==> src/rtl/alu_share_arbiter.sv <==
// rtl/alu_share_arbiter.sv - shares one combinational ALU between two requesters
// Optional feature macro: COPPERV_ALU_ARB_RR_EN (round-robin tie breaking;
// when undefined, req0 has fixed priority and no last_grant state exists).
module alu_share_arbiter #(
    parameter int unsigned DATA_WIDTH     = 32,
    parameter int unsigned ALU_OP_WIDTH   = 4,
    parameter int unsigned ALU_COMP_WIDTH = 3
) (
    input  logic                      clk,
    input  logic                      rst,

    input  logic                      req0_valid,
    output logic                      req0_ready,
    input  logic [DATA_WIDTH-1:0]     req0_din1,
    input  logic [DATA_WIDTH-1:0]     req0_din2,
    input  logic [ALU_OP_WIDTH-1:0]   req0_op,

    input  logic                      req1_valid,
    output logic                      req1_ready,
    input  logic [DATA_WIDTH-1:0]     req1_din1,
    input  logic [DATA_WIDTH-1:0]     req1_din2,
    input  logic [ALU_OP_WIDTH-1:0]   req1_op,

    output logic                      rsp0_valid,
    input  logic                      rsp0_ready,
    output logic [DATA_WIDTH-1:0]     rsp0_dout,
    output logic [ALU_COMP_WIDTH-1:0] rsp0_comp,

    output logic                      rsp1_valid,
    input  logic                      rsp1_ready,
    output logic [DATA_WIDTH-1:0]     rsp1_dout,
    output logic [ALU_COMP_WIDTH-1:0] rsp1_comp,

    output logic [DATA_WIDTH-1:0]     alu_din1,
    output logic [DATA_WIDTH-1:0]     alu_din2,
    output logic [ALU_OP_WIDTH-1:0]   alu_op,
    input  logic [DATA_WIDTH-1:0]     alu_dout,
    input  logic [ALU_COMP_WIDTH-1:0] alu_comp
);

    // Encoding of the core's no-operation opcode.
    localparam logic [ALU_OP_WIDTH-1:0] ALU_OP_NOP = '0;

    typedef enum logic [1:0] {
        S_IDLE = 2'd0,
        S_EXEC = 2'd1,
        S_HOLD = 2'd2
    } state_t;

    state_t                    state;
    state_t                    state_next;

    logic                      owner;
    logic [DATA_WIDTH-1:0]     issue_din1;
    logic [DATA_WIDTH-1:0]     issue_din2;
    logic [ALU_OP_WIDTH-1:0]   issue_op;

    logic                      owner_hs;
    logic                      accept_window;
    logic                      any_valid;
    logic                      winner;
    logic                      grant;

`ifdef COPPERV_ALU_ARB_RR_EN
    logic                      last_grant;
`endif

    // Accept window, winner selection and the combinational ready strobes.
    always_comb begin
        owner_hs      = 1'b0;
        accept_window = 1'b0;
        any_valid     = 1'b0;
        winner        = 1'b0;
        grant         = 1'b0;
        req0_ready    = 1'b0;
        req1_ready    = 1'b0;

        owner_hs = owner ? (rsp1_valid & rsp1_ready) : (rsp0_valid & rsp0_ready);

        // No grant is ever offered while reset is asserted.
        accept_window = rst & ((state == S_IDLE) | ((state == S_HOLD) & owner_hs));

        any_valid = req0_valid | req1_valid;

        if (req0_valid && req1_valid) begin
`ifdef COPPERV_ALU_ARB_RR_EN
            winner = ~last_grant;
`else
            winner = 1'b0;
`endif
        end else begin
            winner = req1_valid;
        end

        grant      = accept_window & any_valid;
        req0_ready = grant & ~winner;
        req1_ready = grant & winner;
    end

    // Next-state logic for the IDLE -> EXEC -> HOLD sequence.
    always_comb begin
        state_next = state;
        case (state)
            S_IDLE: begin
                if (grant) begin
                    state_next = S_EXEC;
                end
            end
            S_EXEC: begin
                state_next = S_HOLD;
            end
            S_HOLD: begin
                if (owner_hs) begin
                    state_next = grant ? S_EXEC : S_IDLE;
                end
            end
            default: begin
                state_next = S_IDLE;
            end
        endcase
    end

    // State register.
    always_ff @(posedge clk or negedge rst) begin
        if (!rst) begin
            state <= S_IDLE;
        end else begin
            state <= state_next;
        end
    end

    // Issue registers and ownership are loaded only on an accepted request.
    always_ff @(posedge clk or negedge rst) begin
        if (!rst) begin
            owner      <= 1'b0;
            issue_din1 <= '0;
            issue_din2 <= '0;
            issue_op   <= '0;
        end else if (grant) begin
            owner      <= winner;
            issue_din1 <= winner ? req1_din1 : req0_din1;
            issue_din2 <= winner ? req1_din2 : req0_din2;
            issue_op   <= winner ? req1_op   : req0_op;
        end
    end

`ifdef COPPERV_ALU_ARB_RR_EN
    // Remember the latest winner; reset value lets req0 win the first tie.
    always_ff @(posedge clk or negedge rst) begin
        if (!rst) begin
            last_grant <= 1'b1;
        end else if (grant) begin
            last_grant <= winner;
        end
    end
`endif

    // Response registers: capture the ALU at the end of EXEC, release on handshake.
    always_ff @(posedge clk or negedge rst) begin
        if (!rst) begin
            rsp0_valid <= 1'b0;
            rsp0_dout  <= '0;
            rsp0_comp  <= '0;
            rsp1_valid <= 1'b0;
            rsp1_dout  <= '0;
            rsp1_comp  <= '0;
        end else if (state == S_EXEC) begin
            if (owner) begin
                rsp1_valid <= 1'b1;
                rsp1_dout  <= alu_dout;
                rsp1_comp  <= alu_comp;
            end else begin
                rsp0_valid <= 1'b1;
                rsp0_dout  <= alu_dout;
                rsp0_comp  <= alu_comp;
            end
        end else if ((state == S_HOLD) && owner_hs) begin
            if (owner) begin
                rsp1_valid <= 1'b0;
            end else begin
                rsp0_valid <= 1'b0;
            end
        end
    end

    // Operands always reflect the issue registers; the opcode is live only in EXEC.
    assign alu_din1 = issue_din1;
    assign alu_din2 = issue_din2;
    assign alu_op   = (state == S_EXEC) ? issue_op : ALU_OP_NOP;

endmodule
==> config.mk <==
export PLATFORM = sky130hd
export DESIGN_NAME = alu_share_arbiter
export DESIGN_NICKNAME = d
export VERILOG_FILES = /design/src/rtl/alu_share_arbiter.sv
export SDC_FILE = /design/constraint.sdc
export NUM_CORES = 1
export LEC_CHECK = 0
export CORE_UTILIZATION = 30
export CTS_BUF_LIST = sky130_fd_sc_hd__clkbuf_4 sky130_fd_sc_hd__clkbuf_8
export CTS_CLUSTER_DIAMETER = 120
export DETAILED_ROUTE_END_ITERATION = 7
export PLACE_DENSITY = 0.76
export SLEW_MARGIN = 20
export SYNTH_ARGS = -nofsm -noshare
export SYNTH_HDL_FRONTEND = slang
export SYNTH_SLANG_ARGS = --single-unit
==> constraint.sdc <==
create_clock -name clk -period 1.7 [get_ports clk]
set_input_delay 0.17 -clock clk [delete_from_list [all_inputs] [get_ports clk]]
set_output_delay 0.17 -clock clk [all_outputs]
set_load 0.01 [all_outputs]
==> metrics.txt <==
DR pass1 iterations=4; vias=approximately 4,600; YS warnings=0; GR Overflow Total=0; total CTS buffers=17; VDD IR max=roughly 0.00053 V; fraction of registers with async set/reset=100%; Post-synth top flop=dfrtp_1; RSZ-0062 raised after global routing=true; Placed Cells=about 1,000; post-synth cell types=23; final setup vio count=between 60 and 70; min Tclk post-route=between 1.5 and 2 ns; Slew HR=between 40% and 50%; post-route ant nets=0; critical path class=reg -> reg; Row Count=53; GRT busiest layer=met2; Post-Synth Simple-Gate Area=~1.8%; Hold Path Class=in -> reg; Crit path max-delay family=buffers and inverters; clock latency at the later pin of the worst-skew pair=0.44 ns; largest family of logic cells by synthesized area=multiplexers; htree depth=4; Clock transition at path regs=about 0.090 ns; Synth Area in Compound Gates=less than 1%; clk buf depth=2; CTS root buffer=clkbuf_8; violated checks=negative setup slack; nets=roughly 940; main area contributors after synthesis=dfrtp_1 (55%), mux2_2 (24%), mux2_4 (15%), buf_12 (1.8%), buf_2 (0.99%); Synth Area in XOR/XNOR=0%; Max Clock Skew=between 0.01 and 0.015 ns; CTS Sinks=roughly 140; grt met1 use=18.7%; Starting DRT DRC Count=roughly 140; Initial Util=a little under a third; Crit path largest cell delay=between 0.4 and 0.5 ns; DIE AREA=between 20,000 and 25,000 µm²; worst-path cell chain=o211ai_2 > and4bb_4 > buf_6 > buf_12 > clkbuf_16 > mux2_4; Final Cycle Share=106%; Layout area overhead=67.4%; DP HPWL=13.5 mm; outcome=finished with violations; Chip Width=between 100 and 150 µm; # DRC=0; setup ws final=-0.100 ns; Worst Path Max Fanout=6; vias in the first global route=around 4,900; Post-Syn Nets=about 580; PortBufs=between 300 and 400; first-pass GRT wire length=approximately 27 mm; Power per Cell Area=about 1600 nW/µm²; Worst Setup Start Kind=flip-flop; Post-Syn Area=~6500 µm²; Antenna diodes=0; CORE AREA=between 20,000 and 25,000 µm²; met3 GRT Util=under 10%; Achievable Freq=0.556 GHz; routability cong.=between 0.7 and 0.8; WL/cell=roughly 17 µm; pin count of the biggest net entering global routing=144; layout cells sized above 1=39.3%; initial antenna violation count=0; Slowest cell on crit path=dfrtp_1; post-synthesis register bit count=143; DR vias/cell=about 4.4; Worst Path Arrival=approximately 2.1 ns; TritonCTS clock tree=yes; LEAKAGE=approximately 4.6 nW; Final Slew Violations=0; final hold vios=0; post-synthesis sequential area ratio=between 50% and 60%; I/O pins=about 320; top cell type by total area after synthesis=dfrtp_1; number of synthesized flops with an enable pin=0; critical path capture point type=flip-flop; pre-CTS WS=-0.369 ns; post-synthesis mux area share=between 30% and 40%; CP Buf/Inv Count=3; Die Height=approximately 150 µm; Least-Margin Pin Slew=about 0.8 ns; area share of the largest cell type after synthesis=54.6%; Gate Count Post-Synth=400; Cell Count, Final, Fillers Out=around 1,100; Tot GR Track Use=around 16%; Max Cap Viol=0; WP data required=2.02 ns; met2 Track Usage GR=between 20% and 30%; Adder-Cell Fraction of Synth Area=0%; Routed WL=around 18 mm; average size of a mapped cell=~16 µm²
routing by layer:
| layer | routed length (µm) | part of all wire (%) |
|---|---|---|
| met4 | 391 | 2.2 |
| met1 | 7280 | 40 |
| met2 | 9380 | 52 |
| met5 | 0 | 0 |
| met3 | 1120 | 6.2 |
through the flow:
step	total power [W]	cell area [µm²]	util [%]	TNS [ns]	hold WS, ns
2_1_floorplan	0.00991	6550	-	0	-0.126
3_3_place_gp	0.0145	10200	48.3	-21.96	0.409
3_5_place_dp	0.0147	10200	48.3	-20.98	0.409
4_1_cts	0.0176	10700	50.6	-5.97	0.319
5_1_grt	0.0186	11000	51.7	-8.94	0.332
6_report	0.0177	11000	51.7	-4.77	0.362
state kept, by name (all words and copies together), names as in the netlist:
name / count
alu_din1: 32
alu_din2: 32
issue_op: 4
owner: 1
rsp0_comp: 3
rsp0_dout: 32
rsp0_valid: 1
rsp1_comp: 3
rsp1_dout: 32
rsp1_valid: 1
state: 2
layout by cell type (no fill, tap or decap), types with 2 or more instances in the layout:
cell type	netlist	final
nand2_1	4	3
clkdlybuf4s50_1	0	310
nor2_1	2	2
nor2b_4	0	2
and2_1	5	4
buf_16	0	2
nand2_2	1	2
buf_4	0	26
buf_8	1	4
dfrtp_1	143	143
clkinv_2	0	3
mux2_4	67	69
clkbuf_8	0	18
clkinv_4	0	3
mux2_2	139	137
buf_6	2	6
clkbuf_2	0	3
clkbuf_16	0	6
o21ai_0	2	2
a21oi_1	4	4
inv_6	0	4
buf_12	6	10
cells by family after synthesis:
kind of cell | Yosys count
buf+inv | 24
compound gates | 7
flops | 143
simple gates | 19
mux | 207
final cells by class:
cell class	instances	area [µm²]
sequential	143	3580
clock inverter	13	130
multi-input combinational	233	2790
inverter	1	3.75
tap	275	344
clock buffer	19	255
fill	1845	10300
timing repair buffer	369	3860
final timing paths:
kind	start	endpoint	slack, ns	cells past startpoint
worst max-delay path	owner	alu_din1[4]	-0.10	6
worst min-delay path	alu_dout[21]	rsp1_dout[21]	0.36	2
worst max register to register	owner	alu_din1[4]	-0.10	6
worst min register to register	rsp1_dout[1]	rsp1_dout[1]	0.51	1
max in group asynchronous	rst	alu_din1[11]	0.61	3
min in group asynchronous	rst	alu_din1[18]	0.51	3
cells in the mapped netlist, types with 2 or more instances:
cell and number:
buf_6 2, nor2_1 2, nor2b_1 2, a21oi_1 4, mux2_2 139, nand2_1 4
and2_1 5, buf_2 13, o21ai_0 2, mux2_4 67, buf_12 6, dfrtp_1 143
report_power, final:
group	internal, W	switching [W]
Sequential	0.00513	0.000937
Combinational	0.00592	0.00302
Clock	0.00124	0.00140
Total	0.0123	0.00536
repair_timing:
action / CTS / global route
endpoints found under the hold margin: 143 / 0
gates resized for setup: 27 / 19
gates cloned: 1 / 6
hold buffers: 1 / 0
setup endpoints to repair: 72 / 107
pin swaps: 2 / 1
setup buffers: 7 / 2
(Power assumes the default switching activity.)
